`src/rtl/wb_regfile_writer.sv`:
```
// Writeback stage: selects the writeback value, commits it to a 16x16 register
// file, serves two decode read ports with write-to-read bypass, and keeps a
// registered commit trace, commit counter and sticky out-of-range flag.
module wb_regfile_writer #(
    parameter int unsigned DATA_W = 16,
    parameter int unsigned NREGS  = 16,
    parameter int unsigned ADDR_W = 4
) (
    input  logic              CLK,
    input  logic              Reset,
    input  logic              wb_fire,
    input  logic              wb_regwrite,
    input  logic              wb_regstore,
    input  logic [DATA_W-1:0] wb_alu_result,
    input  logic [DATA_W-1:0] wb_mem_data,
    input  logic [15:0]       wb_rd,
    input  logic [ADDR_W-1:0] rs1_addr,
    input  logic [ADDR_W-1:0] rs2_addr,
    output logic [DATA_W-1:0] rs1_data,
    output logic [DATA_W-1:0] rs2_data,
    output logic              commit_valid,
    output logic [ADDR_W-1:0] commit_rd,
    output logic [DATA_W-1:0] commit_data,
    output logic [15:0]       commit_count,
    output logic              rd_range_err
);

    localparam int unsigned RD_W  = 16;
    localparam int unsigned CNT_W = 16;

    logic [DATA_W-1:0] regs_q [NREGS];

    logic              commit_valid_q, commit_valid_d;
    logic [ADDR_W-1:0] commit_rd_q,    commit_rd_d;
    logic [DATA_W-1:0] commit_data_q,  commit_data_d;
    logic [CNT_W-1:0]  commit_count_q, commit_count_d;
    logic              rd_range_err_q, rd_range_err_d;

    logic [DATA_W-1:0] wdata;
    logic [ADDR_W-1:0] rd_idx;
    logic              wr_req;
    logic              rd_in_range;
    logic              wr_ok;

    // Writeback value select and write qualification; r0 and out-of-range targets never write.
    always_comb begin
        wdata       = wb_regstore ? wb_mem_data : wb_alu_result;
        rd_idx      = wb_rd[ADDR_W-1:0];
        wr_req      = wb_fire & wb_regwrite;
        rd_in_range = (wb_rd[RD_W-1:ADDR_W] == '0);
        wr_ok       = wr_req & rd_in_range & (rd_idx != '0);
    end

    // Register file storage; entry 0 is never written so it stays zero.
    always_ff @(posedge CLK or posedge Reset) begin
        if (Reset) begin
            for (int i = 0; i < int'(NREGS); i++) begin
                regs_q[i] <= '0;
            end
        end else if (wr_ok) begin
            regs_q[rd_idx] <= wdata;
        end
    end

    // Read ports: r0 reads zero, a same-cycle write to the named register is bypassed.
    always_comb begin
        rs1_data = regs_q[rs1_addr];
        if (rs1_addr == '0) begin
            rs1_data = '0;
        end else if (wr_ok && (rs1_addr == rd_idx)) begin
            rs1_data = wdata;
        end
    end

    always_comb begin
        rs2_data = regs_q[rs2_addr];
        if (rs2_addr == '0) begin
            rs2_data = '0;
        end else if (wr_ok && (rs2_addr == rd_idx)) begin
            rs2_data = wdata;
        end
    end

    // Next commit trace: in-range requests commit (r0 reports data 0), others hold.
    always_comb begin
        commit_valid_d = wr_req & rd_in_range;
        commit_rd_d    = commit_rd_q;
        commit_data_d  = commit_data_q;
        commit_count_d = commit_count_q;
        rd_range_err_d = rd_range_err_q | (wr_req & ~rd_in_range);
        if (commit_valid_d) begin
            commit_rd_d    = rd_idx;
            commit_data_d  = (rd_idx == '0) ? '0 : wdata;
            commit_count_d = CNT_W'(commit_count_q + CNT_W'(1));
        end
    end

    // Commit trace, counter and sticky error registers.
    always_ff @(posedge CLK or posedge Reset) begin
        if (Reset) begin
            commit_valid_q <= 1'b0;
            commit_rd_q    <= '0;
            commit_data_q  <= '0;
            commit_count_q <= '0;
            rd_range_err_q <= 1'b0;
        end else begin
            commit_valid_q <= commit_valid_d;
            commit_rd_q    <= commit_rd_d;
            commit_data_q  <= commit_data_d;
            commit_count_q <= commit_count_d;
            rd_range_err_q <= rd_range_err_d;
        end
    end

    assign commit_valid = commit_valid_q;
    assign commit_rd    = commit_rd_q;
    assign commit_data  = commit_data_q;
    assign commit_count = commit_count_q;
    assign rd_range_err = rd_range_err_q;

endmodule

```
`config.mk`:
```
export PLATFORM = sky130hd
export DESIGN_NAME = wb_regfile_writer
export DESIGN_NICKNAME = d
export VERILOG_FILES = /design/src/rtl/wb_regfile_writer.sv
export SDC_FILE = /design/constraint.sdc
export NUM_CORES = 1
export LEC_CHECK = 0
export BUFFER_PORTS_ARGS = -buffer_cell sky130_fd_sc_hd__buf_4
export CAP_MARGIN = 5
export CORE_ASPECT_RATIO = 0.7
export CORE_MARGIN = 8
export CORE_UTILIZATION = 50
export DETAILED_ROUTE_END_ITERATION = 16
export GPL_TIMING_DRIVEN = 0
export PLACE_DENSITY = 0.74
export SYNTH_ARGS = -nofsm -noshare
export SYNTH_HDL_FRONTEND = slang
export SYNTH_SLANG_ARGS = --single-unit
export TNS_END_PERCENT = 1
```
`constraint.sdc`:
```
create_clock -name CLK -period 9.55 [get_ports CLK]
set_input_delay 0.955 -clock CLK [delete_from_list [all_inputs] [get_ports CLK]]
set_output_delay 0.955 -clock CLK [all_outputs]
set_load 0.02 [all_outputs]
```
After elaboration in Yosys (flattened, before gate mapping)
Index checks and enable logic that the tools add are counted.
{"block": "word_totals", "in_bits": 61, "register_bits": 294, "out_inout_bits": 70}
{"block": "classes", "bitwise": 9, "eq_ne": 2, "n_reduce_logical": 8, "n_mux": 15, "magnitude_cmp": 4, "add_sub_neg": 1}
{"cell": "bitwise mux 256 bit", "count": 1}
{"cell": "2-to-1 mux 16 bit", "count": 11}
{"cell": "binary-select mux 16 bit (select 4 bit)", "count": 2}
{"cell": "demux 16 bit (select 4 bit)", "count": 1}
{"cell": "adder 16 x 1 -> 16 bit (second input constant)", "count": 1}
{"cell": ">= comparator 5 bit (second input constant)", "count": 3}
{"cell": "inverter 4 -> 5 bit", "count": 3}
{"cell": "zero test 12 bit", "count": 1}
{"cell": "zero test 4 bit", "count": 3}
{"cell": "equality test 4 bit", "count": 2}
{"cell": "less-than comparator 5 x 1 -> 1 bit (second input constant)", "count": 1}
{"cell": "bitwise AND 1 bit", "count": 4}
{"cell": "nonzero test 4 bit", "count": 1}
{"cell": "logical AND 1 bit", "count": 3}
{"cell": "inverter 1 bit", "count": 1}
{"cell": "OR 1 bit", "count": 1}

Longest topological paths before layout
{"block": "logic_depth", "depth_word": 6, "ltp_mapped": 8}

Worst setup path before layout
Ideal clock, no wire load.
{"block": "synth_timing", "kind": "input port to output port", "startpoint": "in wb_rd[6]", "endpoint": "out rs1_data[15]", "required_time_ps": 8595, "arrival_ps": 2788, "slack_ps": 5807, "stages": 5, "n_path_buf": 0, "cell_sequence": "or4_4 > nor4_4 > nand3_1 > or3b_1 > o21ai_0"}
{"block": "synth_between", "elab_chain_len": 6}
{"element": "start: declaration", "line_no": "16", "rtl": "input logic [15:0] wb_rd,"}
{"element": "zero test 12 bit", "line_no": "50", "rtl": "rd_in_range = (wb_rd[RD_W-1:ADDR_W] == '0);"}
{"element": "bitwise AND 1 bit (2 in a row)", "line_no": "51", "rtl": "wr_ok = wr_req & rd_in_range & (rd_idx != '0);"}
{"element": "logical AND 1 bit", "line_no": "70", "rtl": "end else if (wr_ok && (rs1_addr == rd_idx)) begin"}
{"element": "2-to-1 mux 16 bit", "line_no": "70"}
{"element": "2-to-1 mux 16 bit", "line_no": "68", "rtl": "if (rs1_addr == '0) begin"}
{"element": "end: declaration", "line_no": "19", "rtl": "output logic [DATA_W-1:0] rs1_data,"}
Every way passes these cells.

Worst setup path after layout
{"block": "layout_timing", "startpoint": "in rs2_addr[1]", "endpoint": "out rs2_data[6]"}
{"block": "layout_between", "elab_chain_len": 6, "elab_cells_between_ends": 9, "cone_classes": "1 x eq/ne; 5 x mux; 1 x bitwise; 2 x reduce/logical"}
{"element": "start: declaration", "line_no": "18", "rtl": "input logic [ADDR_W-1:0] rs2_addr,"}
{"element": "inverter 4 -> 5 bit (not written as such)", "line_no": "76", "rtl": "rs2_data = regs_q[rs2_addr];"}
{"element": "binary-select mux 16 bit (select 4 bit)", "line_no": "76"}
{"element": "2-to-1 mux 16 bit (not written as such) (2 in a row)", "line_no": "76"}
{"element": "2-to-1 mux 16 bit", "line_no": "79", "rtl": "end else if (wr_ok && (rs2_addr == rd_idx)) begin"}
{"element": "2-to-1 mux 16 bit (*)", "line_no": "77", "rtl": "if (rs2_addr == '0) begin"}
{"element": "end: declaration", "line_no": "20", "rtl": "output logic [DATA_W-1:0] rs2_data,"}
Every way passes the cells marked *; elsewhere a longest branch is shown, timed or not. The select of a mux whose other input is x is not followed.

==> metrics.md <==
| Metric | Value |
|---|---|
| Routability-driven placement congestion ratio | 0.980 |
| Port buffer count | 121 |
| Post-DR vias/cell | between 6 and 7 |
| Final-report setup violation count | 0 |
| Critical path class | input pin to output pin |
| Largest net degree at the start of global routing | ~110 |
| CTS tree | built |
| DRC | 0 |
| Crit share post-route | 0.522 |
| Core area | 30000 um2 |
| WL final | ~53000 um |
| Sink Count | 294 |
| Skew final | 0.00884 ns |
| Fin worst setup slack | approximately 4.6 ns |
| Total global-route track usage | 0.292 |
| Hold EP | rd_range_err |
| Main synth FF type | dfrtp_1 |
| RSZ-0062 raised after global routing | no |
| Post-CTS resize count | 0 |
| R2R Path Start | commit_count[3] |
| Synthesized cell area | between 15000 and 20000 um2 |
| Final instance area | 17700 um2 |
| Maximum fanout along the worst path | 10 |
| Filler instances | 2533 |
| RR Endpoint | commit_count[15] |
| Peak supply drop | 0.124 mV |
| Syn_area_per_cell | 10.9 um2 |
| Max-cap check violation count | 0 |
| Slowest CP cell | buf_1 |
| Crit. Startpoint | rs2_addr[1] |
| Iter 0 DRT Violations | 1786 |
| First-pass GRT wire length | 80000 um |
| Slowest stage delay, CP | 0.81 ns |
| Initial antenna violation count | 1 |
| Rows | 53 |
| CTS buffer count | 29 |
| Worst r2r path cells | 5 |
| Post-synth net total | 1463 |
| Die ar. | 36400 um2 |
| Slew headroom | 0.0811 |
| Status | finished clean |
| Hold path cells | 1 |
| Final Critical Period | 4.99 ns |
| Clock root buffer | clkbuf_16 |
| Die width | 225 um |
| Layout area overhead | 16.2% |
| Post-synth EDFFs | 0 |
| Vias after detailed routing | 12900 |
| Worst path cell trace | buf_2 -> buf_1 -> inv_1 -> nor2_1 -> a22oi_1 -> and3_1 -> o22ai_1 -> buf_4 |
| Pre-CTS WS | 4.74 ns |
| Remaining Overflow, GRT | 0 |
| Clock transition at path regs | approximately 0.060 ns |
| CP Capture Type | output pin |
| Yosys warns | 0 |
| Min-delay worst type | flop to flop |
| DRT Pass-1 Iters | 6 |
| Wire per inst | 26.7 um |
| CP Data Required Time | 8.60 ns |
| Cts hold-fix bufs | 0 |
| I/O pin count | ~130 |
| CP arrival | 4.03 ns |
| Crit start category | input pin |
| Distinct cells, synth | between 40 and 50 |
| Setup slack, reg-to-reg | 7.84 ns |
| Final slew viol count | 0 |
| Layout cells sized above 1 | 0.217 |
| Vias in the first global route | 13000 |
| HPWL Detailed | 38300 um |
| N_diodes | 0 |
| Seq/Total Area, Yosys | 0.483 |
| #FFs+latches synth | 294 |
| Leak | a little under 0.008 uW |
| Cell count after synthesis | 1401 |
| Die Ht | roughly 160 um |
| Fmax | 200 MHz |
| Clock Latency Late Sink | 0.56 ns |
| Setup TNS | 0 ns |
| # nets final | 1618 |
| Routed Antenna Nets | 0 |
| Placed inst area | 16700 um2 |
| CTS H-Tree Depth | 1 |
| Async SR Flop Fraction | 1.00 |
| Endpoints failing hold | 0 |
| HP Start | rd_range_err |
| Slew @ Worst Pin | between 1 and 1.5 ns |
| CTS Buffer Depth | 3 |
| Post-CTS setup buffers | 0 |
| Power per Cell Area | 150 nW/um2 |
| Initial Util | 0.508 |
==> sequential cells by signal, indices dropped and copies added (netlist names) <==
| register | flops |
|---|---|
| commit_valid | 1 |
| commit_data | 16 |
| regs_q | 256 |
| commit_count | 16 |
| commit_rd | 4 |
| rd_range_err | 1 |
==> synthesized netlist by cell type, types with 2 or more instances <==
library cell,n,area share
a221oi_1,2,0.0012
clkbuf_1,104,0.026
nor2_1,32,0.0079
or4_1,2,0.00099
nor3b_1,2,0.00099
buf_2,16,0.0053
nand2_2,3,0.0012
o21ai_0,227,0.075
nand2_1,303,0.075
o22ai_1,31,0.013
o21ai_2,10,0.0058
nor2b_1,8,0.0033
dfrtp_1,294,0.48
nand4_1,11,0.0045
buf_6,4,0.0030
nand3_1,18,0.0059
nor4_1,2,0.00082
xor2_1,13,0.0075
nand4b_1,4,0.0023
and3_1,6,0.0025
mux2i_1,35,0.023
and2_1,2,0.00082
a22oi_1,7,0.0035
inv_1,6,0.0015
mux2_2,8,0.0059
xnor2_1,10,0.0058
nand2b_1,30,0.012
a22o_1,36,0.021
or4_4,3,0.0022
nor3_1,3,0.00099
o21ai_1,27,0.0089
buf_1,10,0.0025
mux4_2,122,0.18
==> cells in the final DEF (no fill, tap or decap), types with 3 or more instances in the layout <==
master / Yosys / layout
a22o_1: 36 / 36
a22oi_1: 7 / 7
and3_1: 6 / 6
buf_1: 10 / 10
buf_2: 16 / 16
buf_4: 0 / 121
buf_6: 4 / 4
bufinv_16: 0 / 3
clkbuf_1: 104 / 109
clkbuf_16: 0 / 29
clkbuf_8: 0 / 5
clkinv_2: 0 / 5
clkinv_4: 0 / 3
dfrtp_1: 294 / 294
inv_1: 6 / 5
mux2_2: 8 / 8
mux2i_1: 35 / 35
mux4_2: 122 / 122
nand2_1: 303 / 303
nand2_2: 3 / 3
nand2b_1: 30 / 30
nand3_1: 18 / 18
nand4_1: 11 / 11
nand4b_1: 4 / 4
nor2_1: 32 / 32
nor2b_1: 8 / 8
nor3_1: 3 / 3
o21ai_0: 227 / 227
o21ai_1: 27 / 27
o21ai_2: 10 / 10
o22ai_1: 31 / 31
or4_4: 3 / 3
xnor2_1: 10 / 10
xor2_1: 13 / 13
==> through the flow <==
stage                     instances  power (uW)  utilization  hold WS, ns
after floorplan                1401        1390            -        0.441
after global placement         1934        1480        0.556        0.455
after detailed placement       1936        1480        0.558        0.462
after CTS                      1988        2650        0.590        0.473
after global routing           1989        2710        0.591        0.482
final                          1989        2650        0.591        0.470
==> per-layer routing <==
| layer | routed length [um] | track usage |
|---|---|---|
| met1 | 20100 | 0.391 |
| met4 | 2020 | 0.106 |
| met5 | 0 | 0 |
| met3 | 8290 | 0.123 |
| met2 | 22800 | 0.422 |
==> report_power, final <==
| part | internal, uW | total, uW | switching, uW |
|---|---|---|---|
| Sequential | 1250 | 1250 | 0.321 |
| Combinational | 64.9 | 219 | 155 |
| Clock | 678 | 1190 | 510 |
| Total | 1990 | 2650 | 665 |
==> critical path, delay by kind of cell <==
kind | cells | cell delay, ns
buffers and inverters | 4 | 1.51
AND/OR/NAND/NOR | 2 | 0.92
AO/OA/AOI/OAI | 2 | 0.65
==> kinds of logic (layout without fill, tap and decap cells) <==
kind of cell / count (synthesis) / count (layout) / synth area share
fa+ha+maj: 1 / 1 / 0.000821
simple gates: 435 / 435 / 0.127
flops: 294 / 294 / 0.483
compound gates: 343 / 343 / 0.129
buf+inv: 140 / 316 / 0.0378
mux: 165 / 165 / 0.209
xor+xnor: 23 / 23 / 0.0132
==> worst max-delay path by stage <==
stage / endpoint / depth (start not counted)
CTS: rs2_data[11] / 8
floorplan: commit_count[0] / 1
global placement: regs_q[215] / 2
global route: rs2_data[0] / 8
finish: rs2_data[6] / 8
detailed placement: rs2_data[10] / 8
==> area by class of cell <==
type	instances	area, um2	area share
Sequential cell	294	7360	0.416
Tap cell	412	515	0.0291
Timing Repair Buffer	124	978	0.0553
Multi-Input combinational cell	967	7300	0.412
Clock inverter	13	156	0.00884
Inverter	6	30.0	0.00170
Clock buffer	39	813	0.0459
Buffer	134	553	0.0312
Note: power is estimated with default switching activity, not from simulation.
